### src/rtl/layer_sequencer_if.sv
// Address stream from the layer sequencer to the weight/activation memories.
// A beat transfers on a rising clk edge where addr_valid && addr_ready; while addr_valid is high and
// addr_ready low, addr and addr_valid hold. addr_valid does not wait for addr_ready.
interface layer_sequencer_if #(
  parameter int ADDR_W = 10
);
  logic [ADDR_W-1:0] addr;
  logic              addr_valid;
  logic              addr_ready;

  modport master (output addr, output addr_valid, input addr_ready);
  modport slave  (input addr, input addr_valid, output addr_ready);
endinterface

### src/rtl/layer_sequencer.sv
// Sequences NUM_LAYERS compute layers: streams each layer's read addresses, then waits for its done strobe.
// Optional WAIT watchdog enabled by defining LAYER_SEQ_TIMEOUT_EN.
module layer_sequencer #(
  parameter int NUM_LAYERS     = 3,
  parameter int ADDR_W         = 10,
  parameter int IDX_W          = 4,
  parameter int TIMEOUT_CYCLES = 4096
) (
  input  logic                         clk,
  input  logic                         rst,
  input  logic                         start,
  input  logic                         abort,
  input  logic [NUM_LAYERS*ADDR_W-1:0] layer_len,
  input  logic [NUM_LAYERS-1:0]        layer_done,
  layer_sequencer_if.master            bus,
  output logic [NUM_LAYERS-1:0]        layer_run,
  output logic [IDX_W-1:0]             cur_layer,
  output logic                         busy,
  output logic                         network_ready,
  output logic                         err_timeout,
  output logic [1:0]                   state_dbg
);

  typedef enum logic [1:0] {S_IDLE, S_RUN, S_WAIT, S_DONE} state_t;

  state_t                        state, state_n;
  logic [NUM_LAYERS*ADDR_W-1:0]  len_q, len_n;
  logic [ADDR_W-1:0]             addr_q, addr_n;
  logic                          valid_q, valid_n;
  logic [NUM_LAYERS-1:0]         run_n;
  logic [IDX_W-1:0]              cur_n;
  logic                          busy_n, nr_n, to_n;
  logic [ADDR_W-1:0]             cur_len, nxt_len;
  logic                          done_hit, clear_all, wd_hold, wd_expired;

  assign bus.addr       = addr_q;
  assign bus.addr_valid = valid_q;
  assign state_dbg      = state;

  // layer_run is one-hot of cur_layer, so masking avoids indexing by cur_layer.
  assign done_hit = |(layer_done & layer_run);
  assign cur_len  = ADDR_W'(len_q >> (int'(cur_layer) * ADDR_W));
  assign nxt_len  = ADDR_W'(len_q >> ((int'(cur_layer) + 1) * ADDR_W));

`ifdef LAYER_SEQ_TIMEOUT_EN
  localparam int WD_W = $clog2(TIMEOUT_CYCLES + 1);
  logic [WD_W-1:0] wd_q;

  // Cleared on every WAIT entry (wd_hold is low on the entering cycle).
  always_ff @(posedge clk or posedge rst) begin
    if (rst) wd_q <= '0;
    else     wd_q <= wd_hold ? wd_q + WD_W'(1) : '0;
  end
  assign wd_expired = (wd_q == WD_W'(TIMEOUT_CYCLES - 1));
`else
  logic unused_wd;
  assign unused_wd  = wd_hold ^ (TIMEOUT_CYCLES == 0);
  assign wd_expired = 1'b0;
`endif

  always_comb begin
    state_n   = state;
    len_n     = len_q;
    addr_n    = addr_q;
    valid_n   = valid_q;
    run_n     = layer_run;
    cur_n     = cur_layer;
    busy_n    = busy;
    nr_n      = 1'b0;
    to_n      = 1'b0;
    wd_hold   = 1'b0;
    clear_all = 1'b0;
    case (state)
      S_IDLE: begin
        if (start && !abort) begin
          len_n  = layer_len;
          cur_n  = '0;
          addr_n = '0;
          run_n  = NUM_LAYERS'(1);
          busy_n = 1'b1;
          if (layer_len[ADDR_W-1:0] != '0) begin
            state_n = S_RUN;
            valid_n = 1'b1;
          end else begin
            state_n = S_WAIT;
            valid_n = 1'b0;
          end
        end
      end
      S_RUN, S_WAIT: begin
        // The done strobe outranks a same-cycle handshake: the layer ends without an increment.
        if (done_hit) begin
          if (cur_layer == IDX_W'(NUM_LAYERS - 1)) begin
            state_n = S_DONE;
            run_n   = '0;
            valid_n = 1'b0;
            nr_n    = 1'b1;
          end else begin
            cur_n  = cur_layer + IDX_W'(1);
            addr_n = '0;
            run_n  = layer_run << 1;
            if (nxt_len != '0) begin
              state_n = S_RUN;
              valid_n = 1'b1;
            end else begin
              state_n = S_WAIT;
              valid_n = 1'b0;
            end
          end
        end else if (state == S_RUN) begin
          if (bus.addr_ready) begin
            if (addr_q == cur_len - ADDR_W'(1)) begin
              state_n = S_WAIT;
              valid_n = 1'b0;
            end else begin
              addr_n = addr_q + ADDR_W'(1);
            end
          end
        end else if (wd_expired) begin
          clear_all = 1'b1;
          to_n      = 1'b1;
        end else begin
          wd_hold = 1'b1;
        end
      end
      S_DONE: clear_all = 1'b1;
      default: clear_all = 1'b1;
    endcase
    if (abort && state != S_IDLE) begin
      clear_all = 1'b1;
      to_n      = 1'b0;
      nr_n      = 1'b0;
    end
    if (clear_all) begin
      state_n = S_IDLE;
      addr_n  = '0;
      valid_n = 1'b0;
      run_n   = '0;
      cur_n   = '0;
      busy_n  = 1'b0;
      wd_hold = 1'b0;
    end
  end

  always_ff @(posedge clk or posedge rst) begin
    if (rst) begin
      state         <= S_IDLE;
      len_q         <= '0;
      addr_q        <= '0;
      valid_q       <= 1'b0;
      layer_run     <= '0;
      cur_layer     <= '0;
      busy          <= 1'b0;
      network_ready <= 1'b0;
      err_timeout   <= 1'b0;
    end else begin
      state         <= state_n;
      len_q         <= len_n;
      addr_q        <= addr_n;
      valid_q       <= valid_n;
      layer_run     <= run_n;
      cur_layer     <= cur_n;
      busy          <= busy_n;
      network_ready <= nr_n;
      err_timeout   <= to_n;
    end
  end

endmodule

### src/flat_wrapper.sv
// flat-port wrapper written by rule: the top's interface ports become plain ports
module layer_sequencer_flat 
#(
  parameter int NUM_LAYERS     = 3,
  parameter int ADDR_W         = 10,
  parameter int IDX_W          = 4,
  parameter int TIMEOUT_CYCLES = 4096
)
  (clk, rst, start, abort, layer_len, layer_done, layer_run, cur_layer, busy, network_ready, err_timeout, state_dbg, bus_addr, bus_addr_valid, bus_addr_ready);
  layer_sequencer_if #(.ADDR_W(ADDR_W)) bus_i ();
  input  logic clk;
  input  logic rst;
  input  logic start;
  input  logic abort;
  input  logic [NUM_LAYERS*ADDR_W-1:0] layer_len;
  input  logic [NUM_LAYERS-1:0] layer_done;
  output logic [NUM_LAYERS-1:0] layer_run;
  output logic [IDX_W-1:0] cur_layer;
  output logic busy;
  output logic network_ready;
  output logic err_timeout;
  output logic [1:0] state_dbg;
  output wire logic [$bits(bus_i.addr)-1:0] bus_addr;
  output wire logic [$bits(bus_i.addr_valid)-1:0] bus_addr_valid;
  input wire logic [$bits(bus_i.addr_ready)-1:0] bus_addr_ready;
  assign bus_addr = bus_i.addr;
  assign bus_addr_valid = bus_i.addr_valid;
  assign bus_i.addr_ready = bus_addr_ready;
  layer_sequencer #(.NUM_LAYERS(NUM_LAYERS), .ADDR_W(ADDR_W), .IDX_W(IDX_W), .TIMEOUT_CYCLES(TIMEOUT_CYCLES)) u_core (.clk(clk), .rst(rst), .start(start), .abort(abort), .layer_len(layer_len), .layer_done(layer_done), .bus(bus_i), .layer_run(layer_run), .cur_layer(cur_layer), .busy(busy), .network_ready(network_ready), .err_timeout(err_timeout), .state_dbg(state_dbg));
endmodule
### config.mk
export PLATFORM = sky130hd
export DESIGN_NAME = layer_sequencer_flat
export DESIGN_NICKNAME = d
export VERILOG_FILES = /design/src/rtl/layer_sequencer_if.sv /design/src/rtl/layer_sequencer.sv /design/src/flat_wrapper.sv
export SDC_FILE = /design/constraint.sdc
export NUM_CORES = 1
export LEC_CHECK = 0
export ABC_AREA = 1
export BUFFER_PORTS_ARGS = -buffer_cell sky130_fd_sc_hd__buf_2
export CAP_MARGIN = 10
export CORE_UTILIZATION = 25
export CTS_BUF_LIST = sky130_fd_sc_hd__clkbuf_16
export DETAILED_ROUTE_END_ITERATION = 8
export HOLD_SLACK_MARGIN = 0.05
export PLACE_DENSITY = 0.44
export SKIP_CTS_REPAIR_TIMING = 1
export SLEW_MARGIN = 20
export SYNTH_ARGS = -nofsm -noshare
export SYNTH_HDL_FRONTEND = slang
export SYNTH_SLANG_ARGS = --single-unit
### constraint.sdc
create_clock -name clk -period 3.5 [get_ports clk]
set_input_delay 0.525 -clock clk [delete_from_list [all_inputs] [get_ports clk]]
set_output_delay 0.525 -clock clk [all_outputs]
set_load 0.05 [all_outputs]
Word-level counts from Yosys, hierarchy flattened:

Index checks and enable logic that the tools add are counted.

* output and inout port bits: 23
* bits in registers: 52
* input bits: 38
* logic and storage cells: 95

* $mul: 2
* shifts and indexed selects: 2
* bitwise operators: 1
* muxes and demuxes: 47
* reductions and logical operators: 18
* add/sub/neg operators: 4
* equality and inequality tests: 13

Operators by type and width (number)
* 10-bit two-way mux: 7
* 30-bit by 32-bit right shift with 10-bit output: 2
* 32-bit by 4-bit multiplier with 31-bit output (second input constant): 1
* 10-bit case mux with 2 select lines: 1
* 10-bit nonzero test: 2
* 1-bit two-way mux: 18
* 2-bit two-way mux: 9
* 4-bit two-way mux: 4
* 3-bit two-way mux: 4
* 10-bit by 1-bit adder with 10-bit output (second input constant): 1
* 10-bit equality test: 1
* 10-bit by 1-bit subtractor with 10-bit output (second input constant): 1
* 4-bit by 1-bit inequality test with 1-bit output (second input constant): 2
* 4-bit by 2-bit inequality test with 1-bit output (second input constant): 2
* 4-bit case mux with 2 select lines: 1
* 4-bit by 3-bit multiplier with 7-bit output (second input constant): 1
* 3-bit by 1-bit inequality test with 1-bit output (second input constant): 2
* 3-bit case mux with 2 select lines: 1
* 6-bit AND reduction: 1
* 2-bit nonzero test: 3
* 4-bit by 1-bit adder with 5-bit output (second input constant): 1
* 5-bit AND reduction: 1
* 4-bit by 1-bit adder with 4-bit output (second input constant): 1
* 2-bit equality test (second input constant): 2
* other kinds (16): 18

Logic depth before layout (Yosys ltp):

Gate-level depths: netlist (run 1).

* depth after elaboration: 10
* gate-level depth with buffers: 21

Worst setup path after synthesis (run 1):

Ideal clock, no wire load.

* path type: register to register
* start: register u_core.cur_layer[0]
* end: register u_core.state[1], in the netlist u_core.state_dbg[1]
* required time: 3.371 ns
* path slack: 0.164 ns
* data arrival time: 3.208 ns
* cell stages (with the launch flop): 18
* period minus slack after synthesis: 3.336 ns
* path through: dfrtp_1 -> buf_6 -> inv_6 -> buf_8 -> buf_2 -> ha_1 -> inv_1 -> ha_1 -> ha_1 -> inv_1 -> fa_1 -> nand3b_1 -> nor3_1 -> nand3_1 -> o21ai_1 -> nand2_1 -> nand2_1 -> o21ai_0

* longest elaborated chain between the ends: 9
* elaborated cells on any way between the ends: 16
* those cells by class: 2 x add/sub; 2 x mul; 3 x eq/ne; 2 x shift; 5 x mux; 2 x reduce/logical

RTL lines
* start, declared: RTL line layer_sequencer.sv:17 `output logic [IDX_W-1:0] cur_layer,`
* start signal, assigned: RTL line layer_sequencer.sv:162 `cur_layer <= cur_n;`
* 4-bit by 1-bit adder with 5-bit output: RTL line layer_sequencer.sv:43 `assign nxt_len = ADDR_W'(len_q >> ((int'(cur_layer) + 1) * ADDR_W));`
* 32-bit by 4-bit multiplier with 31-bit output: RTL line layer_sequencer.sv:43
* 30-bit by 32-bit right shift with 10-bit output: RTL line layer_sequencer.sv:43
* 10-bit nonzero test: RTL line layer_sequencer.sv:102 `if (nxt_len != '0) begin`
* 2-bit two-way mux: RTL line layer_sequencer.sv:102
* 2-bit two-way mux: RTL line layer_sequencer.sv:93 `if (cur_layer == IDX_W'(NUM_LAYERS - 1)) begin`
* 2-bit two-way mux: RTL line layer_sequencer.sv:92 `if (done_hit) begin`
* 2-bit case mux with 2 select lines: RTL line layer_sequencer.sv:73 `case (state)`
* 2-bit two-way mux: RTL line layer_sequencer.sv:134 `if (clear_all) begin`
* end signal, assigned: RTL line layer_sequencer.sv:157 `state <= state_n;`
* end, declared: RTL line layer_sequencer.sv:26 `state_t state, state_n;`

Several ways; a longest one is shown, not always the timed one.
A chain may end at the register's enable or synchronous reset.

Worst setup path in the final report (run 1):

* start: register u_core.state[0], in the netlist u_core.state_dbg[0]
* end: register u_core.cur_layer[0]

* longest elaborated chain between the ends: 5
* elaborated cells on any way between the ends: 16
* those cells by class: 6 x eq/ne; 4 x mux; 6 x reduce/logical

RTL lines
* 2-bit equality test / 2-bit nonzero test (equally long branches): RTL line layer_sequencer.sv:73, layer_sequencer.sv:129
* 1-bit two-way mux / 1-bit logical AND (equally long branches)
* 1-bit two-way mux: RTL line layer_sequencer.sv:129 `if (abort && state != S_IDLE) begin`
* 3-bit by 2-bit inequality test with 1-bit output (no source line), or another cell as far along
* 4-bit AND reduction (no source line)

Several ways; a longest one is shown, not always the timed one.

==> impl_results.md, run 1 <==
- Congestion Overflow GR: 0
- Die footprint: between 0.015 and 0.02 mm2
- GR peak layer: met2
- Period Utilization, post-route: 0.8782
- Reg-to-Reg End: u_core.cur_layer[0]$_DFFE_PP0P_
- Die W: approximately 120 um
- DR vias/cell: 4.615
- R2R cell count: 11
- Comb pwr share: 0.548
- Initial antenna violation count: 0
- GRT Resource Usage Total: 0.1445
- M3 GR Usage: 0.02320
- H-tree depth: 2
- Syn_nets: 568
- Vias in the first global route: about 3.4k
- Fraction of layout cells with a size suffix above 1: 0.2290
- Most frequent cells in the layout: 128 x nand2_1, 59 x buf_2, 56 x inv_1
- Cell area after synthesis: 0.003771 mm2
- Seq pwr share: 0.260
- Cells after synthesis: about 520
- Psw: 1877 uW
- Sequential fraction of the synthesis area: 0.3451
- Skew final: around 0.0034 ns
- Leak: roughly 0.0022 uW
- Met1 usage: 0.1936
- Via Count: 3489
- Status: finished with violations
- Antenna-violating nets left: 0
- Max Fanout on Critical Path: 9
- Commonest non-fill, non-tap cell in the layout: nand2_1
- Clk pin slew, worst setup/hold paths: 0.07 ns
- Final nets: between 600 and 700
- Routability cong.: 0.8377
- Starting Density: 0.2575
- N_diodes: 0
- Fmax: 325.3 MHz
- Iteration-0 DRC Markers: between 200 and 250
- Post-synth top area share: 0.3451
- Max Cap Violations: 0
- CP endpoint kind: flop
- Rows: 44
- CP arrival: roughly 3.2 ns
- Sink Count: 52
- Maximum VDD drop: 0.2757 mV
- YS warnings: 0
- Chip Height: 124.8 um
- CTS tree: done
- Worst skew pair latency: 0.30 ns
- I/O pins: 61
- Setup Viol. Count Final: 0
- Synthesis-to-finish area growth: 17.85%
- Internal power: about 1900 uW
- Final hold violation count: 0
- Post-layout minimum cycle time: roughly 3.1 ns
- Crit Path Category: reg2reg
- Final WL: around 11000 um
- Rel. slew slack: 0.3506
- Clk buf depth: 2
- DRC violations left: 8
- Async SR Flop Fraction: 1.000
- Met2 Use GR: 0.2366
- Hpwl dp: roughly 8500 um
- Worst Setup Start Kind: flop
- PortBufs: slightly below 60
- Yosys top cell by area: dfrtp_1
- CTS root buffer: clkbuf_16
- Top cells by area, synth: dfrtp_1 35%, nand2_1 13%, inv_1 5.7%, nand3_1 5.4%, ha_1 4.6%
- Max-slew violation count: 0
- WL/cell: about 14 um
- Reg2Reg Setup Slack: ~0.43 ns
- First drt pass iteration count: 7
- Num CTS Buffers: 5
- Clock Power Share: 0.192
- EDFF count, synth: 0
- R2R Path Start: u_core.state_dbg[0]$_DFFE_PP0P_
- Failing checks: DRC
- Pin count of the biggest net entering global routing: 53
- Yosys reg bits: 52
- Overall power: approximately 3800 uW
- PwrDens: between 800 and 900 mW/mm2
- First-pass GRT wire length: around 18000 um
- Core area: around 0.015 mm2
- HP Class: in2async
- Sw Ratio: 0.4919
- Top FF cell, synth: dfrtp_1
- RSZ-0062 raised after global routing: false
- Least-Margin Pin Slew: 0.9706 ns
- Required time of the critical path: ~3.6 ns
- Setup TNS Final: 0 ns
- Avg Cell Area, Syn: approximately 7.3 um2
- Count of cell types in the netlist: 42
## how the worst max path moves through the flow
| stage | endpoint | cells after the start | from |
|---|---|---|---|
| 2_1_floorplan | u_core.state_dbg[1]$_DFFE_PP0P_ | 17 | u_core.cur_layer[0]$_DFFE_PP0P_ |
| 3_3_place_gp | u_core.cur_layer[0]$_DFFE_PP0P_ | 11 | u_core.state_dbg[1]$_DFFE_PP0P_ |
| 3_5_place_dp | u_core.cur_layer[0]$_DFFE_PP0P_ | 11 | u_core.state_dbg[1]$_DFFE_PP0P_ |
| 4_1_cts | u_core.state_dbg[1]$_DFFE_PP0P_ | 14 | u_core.cur_layer[0]$_DFFE_PP0P_ |
| 5_1_grt | u_core.cur_layer[0]$_DFFE_PP0P_ | 11 | u_core.state_dbg[1]$_DFFE_PP0P_ |
| 6_report | u_core.cur_layer[0]$_DFFE_PP0P_ | 11 | u_core.state_dbg[0]$_DFFE_PP0P_ |
## sequential cells by signal (all words and copies together), names as in the netlist
name and flops:
u_core.bus.addr_valid 1, u_core.network_ready 1, u_core.busy 1, u_core.bus.addr 10, u_core.cur_layer 4, u_core.state_dbg 2, u_core.layer_run 3, u_core.len_q 30
## area by class of cell
type	count	area, um2
timing repair buffer	63	325.3
multi-input combinational	384	2121
tap	184	230.2
sequential	52	1301
inverter	65	251.5
clock buffer	5	125.1
clock inverter	3	90.09
fill	1614	10200
## worst max-delay path: stages (launching register included)
cell and delay (ns):
dfrtp_1 0.42, inv_1 0.09, ha_1 0.39, clkinv_1 0.28, nor2_1 0.52, nand2_1 0.25, nand2_1 0.21, inv_1 0.07
o21ai_0 0.14, inv_1 0.22, nand2_1 0.17, o21ai_0 0.14
## through the flow
step / utilization / hold WS [ns] / setup WS (ns) / area (um2) / cells
after floorplan: - / 0.4970 / 0.1638 / 3771 / 515
after global placement: 0.2888 / 0.5006 / 0.3984 / 4229 / 748
after detailed placement: 0.2888 / 0.5078 / 0.4601 / 4229 / 748
after CTS: 0.3035 / 0.3836 / 0.4454 / 4444 / 756
after global routing: 0.3035 / 0.4215 / 0.1510 / 4444 / 756
final: 0.3035 / 0.3463 / 0.4263 / 4444 / 756
## Yosys cell counts (5+ instances only)
library cell and instances:
nand2_1 129, inv_1 57, dfrtp_1 52, nor2_1 46, nand3_1 41, a21oi_1 27, o21ai_0 25, ha_1 14
nand2_2 10, o21ai_2 10, xor2_1 10, mux2_2 9, nor3_1 9, nand4_1 7, o21ai_1 7, nor4_1 6
clkbuf_1 5, inv_2 5, nand3_2 5, nor2_2 5
## cell families (layout without fill, tap and decap cells)
logic type,after synthesis,count (layout),synth area share
AND/OR/NAND/NOR,269,269,0.3321
XOR/XNOR,10,10,0.02322
buffers and inverters,79,136,0.09323
other,1,1,0.0009944
AO/OA/AOI/OAI,80,80,0.1267
multiplexers,9,9,0.02688
flip-flops,52,52,0.3451
adder cells (fa/ha/maj),15,15,0.05176
## power groups by stage
stage | clock [uW] | sequential, uW | combinational (uW)
floorplan | 0 | 1110 | 1510
global placement | 0 | 1010 | 2080
detailed placement | 0 | 1010 | 2090
CTS | 745 | 997 | 2100
global route | 770 | 1030 | 2350
finish | 731 | 992 | 2090
## routing by layer
layer	share of wire	wire length, um	vias to the layer above
li1	-	-	1782
met1	0.48	5186	1612
met2	0.46	4929	81
met3	0.044	475	14
met4	0.020	218	0
met5	0	0	-
Power figures use the tool's default switching activity.
==> run 2, diff against run 1 <==
Settings changed: CORE_UTILIZATION 25 to 44, PLACE_DENSITY 0.44 to 0.67.
==> run 2 against run 1 <==
Compared with the run above: the flow now finishes without violations; worst hold slack gained 0.049 ns; sequential share of layout area grew 1.1 points; count of clock-buffer cells in the layout is the same; flip-flop and latch count is the same; maximum frequency grew 0.76%; critical path depth grew 2; die area shrank 43%; utilization grew 21 points; combinational power shrank 2%; setup slack gained 0.023 ns; final cell count shrank 11%; register-to-register slack gained 0.02 ns; critical path type unchanged.
==> impl_results.md, run 2 (synthesis results as in run 1) <==
- Final WL: around 9500 um
- Buffers & Inverters on Critical Path: 2
- WL/cell: ~14 um
- Final nets: between 600 and 700
- GRT Resource Usage Total: 0.2322
- PortBufs: 59
- DR vias/cell: approximately 5.3
- Rel. slew slack: 0.3831
- Core area: around 0.0083 mm2
- Critical-path cell list: ha_1, inv_1, ha_1, ha_1, inv_1, fa_1, nand3b_1, nor3_1, nand3_1, o21ai_1, nand2_1, nand2_1, o21ai_0
- HP Class: in2async
- Setup TNS Final: 0 ns
- Fmax: between 300 and 400 MHz
- Most flops, register: u_core.len_q
- Flip-flop count of the largest register after layout: 30
- CTS root buffer: clkbuf_16
- Crit Path Category: reg2reg
- Multi-input logic area: 0.002121 mm2
- First drt pass iteration count: 5
- Most common cell type on the critical path: ha_1
- Num CTS Buffers: 5
- Max Cap Violations: 0
- Most frequent cells in the layout: 128 x nand2_1, 59 x buf_2, 56 x inv_1
- Synthesis-to-finish area growth: 13.54%
- Maximum VDD drop: slightly above 0.3 mV
- Via Count: 3557
- Clk pin slew, worst setup/hold paths: 0.08 ns
- CP arrival: approximately 3.2 ns
- Max-slew violation count: 0
- Worst Setup Start Kind: flop
- Final hold violation count: 0
- Die footprint: between 0.008 and 0.009 mm2
- Status: completed
- Slowest-stage cell, CP: dfrtp_1
- Comb pwr share: 0.564
- Sink Count: 52
- PwrDens: 843.7 mW/mm2
- Final-layout fill cell count: between 800 and 900
- Period Utilization, post-route: 0.8716
- Psw: 1827 uW
- Commonest non-fill, non-tap cell in the layout: nand2_1
- Clk buf depth: 2
- Seq pwr share: 0.276
- Pin count of the biggest net entering global routing: 53
- Congestion Overflow GR: 0
- Die W: about 95 um
- FF/Latch Area: between 0.001 and 0.0015 mm2
- Post-layout minimum cycle time: 3.051 ns
- Skew final: 0.006305 ns
- Sw Ratio: 0.5057
- Chip Height: between 90 and 100 um
- Vias in the first global route: approximately 3.4k
- Overall power: between 3000 and 4000 uW
- Internal power: approximately 1800 uW
- Leak: approximately 0.0022 uW
- First-pass GRT wire length: 16220 um
- Clock Power Share: 0.160
- Routability cong.: approximately 0.9
- Hpwl dp: 7264 um
- Starting Density: 0.4567
- RSZ-0062 raised after global routing: false
- Least-Margin Pin Slew: 0.9221 ns
- Worst skew pair latency: 0.30 ns
- Setup Viol. Count Final: 0
- Required time of the critical path: 3.67 ns
- Max Fanout on Critical Path: 13
- I/O pins: 61
- Antenna-violating nets left: 0
- CP endpoint kind: flop
- Crit path largest cell delay: 0.60 ns
- H-tree depth: 2
- Rows: 33
- Initial antenna violation count: 0
- CTS tree: done
- Fraction of layout cells with a size suffix above 1: 0.2250
- Iteration-0 DRC Markers: between 200 and 300
- DRC violations left: 0
- N_diodes: 0
- CP top delay family: adder cells
## run 2: cell type report
type | instances | share of cell area
multi-input cells | 384 | 0.4953
well taps | 105 | 0.03068
inverters | 65 | 0.05903
clock inverters | 3 | 0.01110
clock buffers | 5 | 0.02922
repair buffers | 60 | 0.07072
flip-flops and latches | 52 | 0.3039
## run 2: power by group through the flow
| stage | Clock (uW) | Sequential [uW] | Combinational, uW |
|---|---|---|---|
| 2_1_floorplan | 0 | 1110 | 1510 |
| 3_3_place_gp | 0 | 999 | 1990 |
| 3_5_place_dp | 0 | 1000 | 2020 |
| 4_1_cts | 588 | 995 | 2030 |
| 5_1_grt | 618 | 1030 | 2300 |
| 6_report | 577 | 999 | 2040 |
## run 2: routing by layer
metal  vias to the layer above  wire (um)  global-route usage
met1                      1626       4500              0.3211
met4                         0        225             0.07197
li1                       1786          -                   -
met3                        20        479             0.03382
met5                         -          0                   0
met2                       125       4254              0.3744
## run 2: path summary, 6_finish.rpt
check                                                   from                                end  slack, ns  cells after the start
max                          u_core.cur_layer[1]$_DFFE_PP0P_    u_core.state_dbg[1]$_DFFE_PP0P_       0.45                     13
min                                                      rst     u_core.bus.addr[7]$_DFFE_PP0P_       0.40                      2
max reg2reg                  u_core.cur_layer[1]$_DFFE_PP0P_    u_core.state_dbg[1]$_DFFE_PP0P_       0.45                     13
min reg2reg                u_core.bus.addr_valid$_DFFE_PP0P_  u_core.bus.addr_valid$_DFFE_PP0P_       0.51                      2
max in group asynchronous                                rst    u_core.state_dbg[0]$_DFFE_PP0P_       2.56                      2
min in group clk                               layer_len[23]       u_core.len_q[23]$_DFFE_PP0P_       0.46                      2
## run 2: per-stage QoR
| stage | area (um2) | hold slack, ns | setup WS (ns) | std cells | utilization |
|---|---|---|---|---|---|
| 2_1_floorplan | 3771 | 0.4970 | 0.1638 | 515 | - |
| 3_3_place_gp | 4108 | 0.4828 | 0.5867 | 666 | 0.4974 |
| 3_5_place_dp | 4108 | 0.4970 | 0.4971 | 666 | 0.4974 |
| 4_1_cts | 4280 | 0.4607 | 0.4591 | 674 | 0.5183 |
| 5_1_grt | 4282 | 0.4642 | 0.2301 | 674 | 0.5185 |
| 6_report | 4282 | 0.3958 | 0.4494 | 674 | 0.5185 |
==> run 3, diff against run 2 <==
Settings changed: BUFFER_PORTS_ARGS -buffer_cell sky130_fd_sc_hd__buf_2 to default, DONT_BUFFER_PORTS from default to 1, PLACE_DENSITY 0.67 to 0.61.
Clock period 3.5 ns to 3.75 ns, I/O delays scaled along.
==> run 3 against run 2 <==
Compared with the run above: register-to-register slack better by 0.11 ns; critical endpoint is now u_core.bus.addr[0]$_DFFE_PP0P_; count of clock-buffer cells in the layout unchanged; largest cell class unchanged; total power down 10%; utilization down 3.4 points; final cell count decreased by 8.0%; design area decreased by 6.6%; wire length shrank 2.4%; first-iteration DRC count decreased by 22%; die area did not move; worst hold slack lost 0.062 ns; combinational power shrank 16%.
==> impl_results.md, run 3 (synthesis results as in run 1) <==
- Initial antenna violation count: 0
- R2R Path Start: u_core.state_dbg[0]$_DFFE_PP0P_
- N_diodes: 0
- Clock Power Share: 0.146
- Worst Hold Slack: roughly 0.33 ns
- Setup TNS Final: 0 ns
- Comb pwr share: 0.528
- Skew final: about 0.0044 ns
- I/O pins: between 60 and 70
- Num CTS Buffers: 5
- Die W: between 90 and 100 um
- Chip Height: about 95 um
- Least-Margin Pin Slew: ~0.8 ns
- Commonest non-fill, non-tap cell in the layout: nand2_1
- CP endpoint kind: flop
- Max-slew violation count: 0
- H-tree depth: 2
- Fraction of layout cells with a size suffix above 1: 0.1437
- Non-Filler Instances: slightly above 600
- First-pass GRT wire length: around 15000 um
- Sink Count: 52
- Die footprint: slightly below 0.009 mm2
- Vias in the first global route: between 3k and 4k
- Period Utilization, post-route: 0.8509
- Area after DPL: between 0.003 and 0.004 mm2
- Crit Path Category: reg2reg
- Maximum VDD drop: between 0.3 and 0.4 mV
- CTS root buffer: clkbuf_16
- DRC violations left: 0
- Setup Viol. Count Final: 0
- Max Fanout on Critical Path: 18
- Total placed cells including tap cells: approximately 610
- Via Count: ~3.3k
- GRT Resource Usage Total: 0.2199
- Core area: between 0.008 and 0.009 mm2
- Most flops, register: u_core.len_q
- CP arrival: ~3.4 ns
- Final nets: roughly 570
- Internal power: 1564 uW
- Post-layout minimum cycle time: roughly 3.2 ns
- Worst Setup Start Kind: flop
- Clk pin slew, worst setup/hold paths: around 0.070 ns
- Clk buf depth: 2
- Most frequent cells in the layout: 128 x nand2_1, 56 x inv_1, 52 x dfrtp_1
- Final hold violation count: 0
- Seq pwr share: 0.326
- Status: completed
- Leak: 0.001928 uW
- CTS tree: done
- DR vias/cell: 5.373
- Worst skew pair latency: 0.29 ns
- Hpwl dp: 7072 um
- Required time of the critical path: 3.97 ns
- WL/cell: 14.89 um
- PortBufs: 0
- Psw: about 1700 uW
- Iteration-0 DRC Markers: roughly 200
- Fmax: approximately 310 MHz
- Congestion Overflow GR: 0
- Rows: 33
- Antenna-violating nets left: 0
- Sw Ratio: 0.5189
- Crit path launch: u_core.state_dbg[0]$_DFFE_PP0P_
- Final-layout fill cell count: between 800 and 900
- First drt pass iteration count: 4
- Post-route design area: 0.003999 mm2
- Routability cong.: ~0.93
- PwrDens: slightly above 800 mW/mm2
- Flip-flop count of the largest register after layout: 30
- Starting Density: 0.4567
- Pin count of the biggest net entering global routing: 53
- RSZ-0062 raised after global routing: false
- Final WL: a little over 9000 um
- Synthesis-to-finish area growth: 6.039%
- Max Cap Violations: 0
- HP Class: in2async
- Rel. slew slack: 0.4740
- Post-layout util: 0.4842
## run 3: area by class of cell
type,instances,area [um2],area share
well taps,105,131.4,0.03285
clock inverters,3,23.77,0.005945
inverters,65,251.5,0.06289
flip-flops and latches,52,1301,0.3254
multi-input cells,384,2121,0.5303
clock buffers,5,125.1,0.03129
repair buffers,6,45.04,0.01126
## run 3: stage by stage
stage          total power, uW  setup slack [ns]
2_1_floorplan             2442            0.4138
3_3_place_gp              2751            0.6023
3_5_place_dp              2779            0.5779
4_1_cts                   3258            0.5655
5_1_grt                   3545            0.2673
6_report                  3251            0.5593
## run 3: path summary, 6_finish.rpt
check | end | slack (ns) | depth (start not counted)
worst min register to register | u_core.len_q[1]$_DFFE_PP0P_ | 0.55 | 2
worst min-delay path | u_core.bus.addr[9]$_DFFE_PP0P_ | 0.33 | 2
min in group clk | u_core.len_q[5]$_DFFE_PP0P_ | 0.41 | 1
worst max-delay path | u_core.bus.addr[0]$_DFFE_PP0P_ | 0.56 | 13
max in group asynchronous | u_core.len_q[22]$_DFFE_PP0P_ | 2.97 | 2
worst max register to register | u_core.bus.addr[0]$_DFFE_PP0P_ | 0.56 | 13
## run 3: per-layer routing
| metal | wire, um | up-vias | part of all wire | GRT usage |
|---|---|---|---|---|
| met1 | 4334 | 1556 | 0.47 | 0.3030 |
| li1 | - | 1679 | - | - |
| met5 | 0 | - | 0 | 0 |
| met4 | 154 | 0 | 0.017 | 0.06061 |
| met3 | 608 | 12 | 0.066 | 0.04509 |
| met2 | 4132 | 84 | 0.45 | 0.3490 |
## run 3: critical path: stages, from the launching register on
cell      delay, ns
dfrtp_1        0.71
inv_1          0.14
ha_1           0.26
inv_2          0.08
nand2_1        0.07
nand2_1        0.34
nor2_1         0.22
nand2_1        0.19
nor2_1         0.07
a211oi_1       0.42
nand2_1        0.19
nand2_4        0.25
nand2_1        0.10
o21ai_2        0.07
## run 3: power groups by stage
stage               Combinational (uW)  Clock [uW]  Sequential [uW]
global route                      1950         505             1090
CTS                               1720         482             1060
detailed placement                1710           0             1070
floorplan                         1410           0             1040
finish                            1720         474             1060
global placement                  1690           0             1060
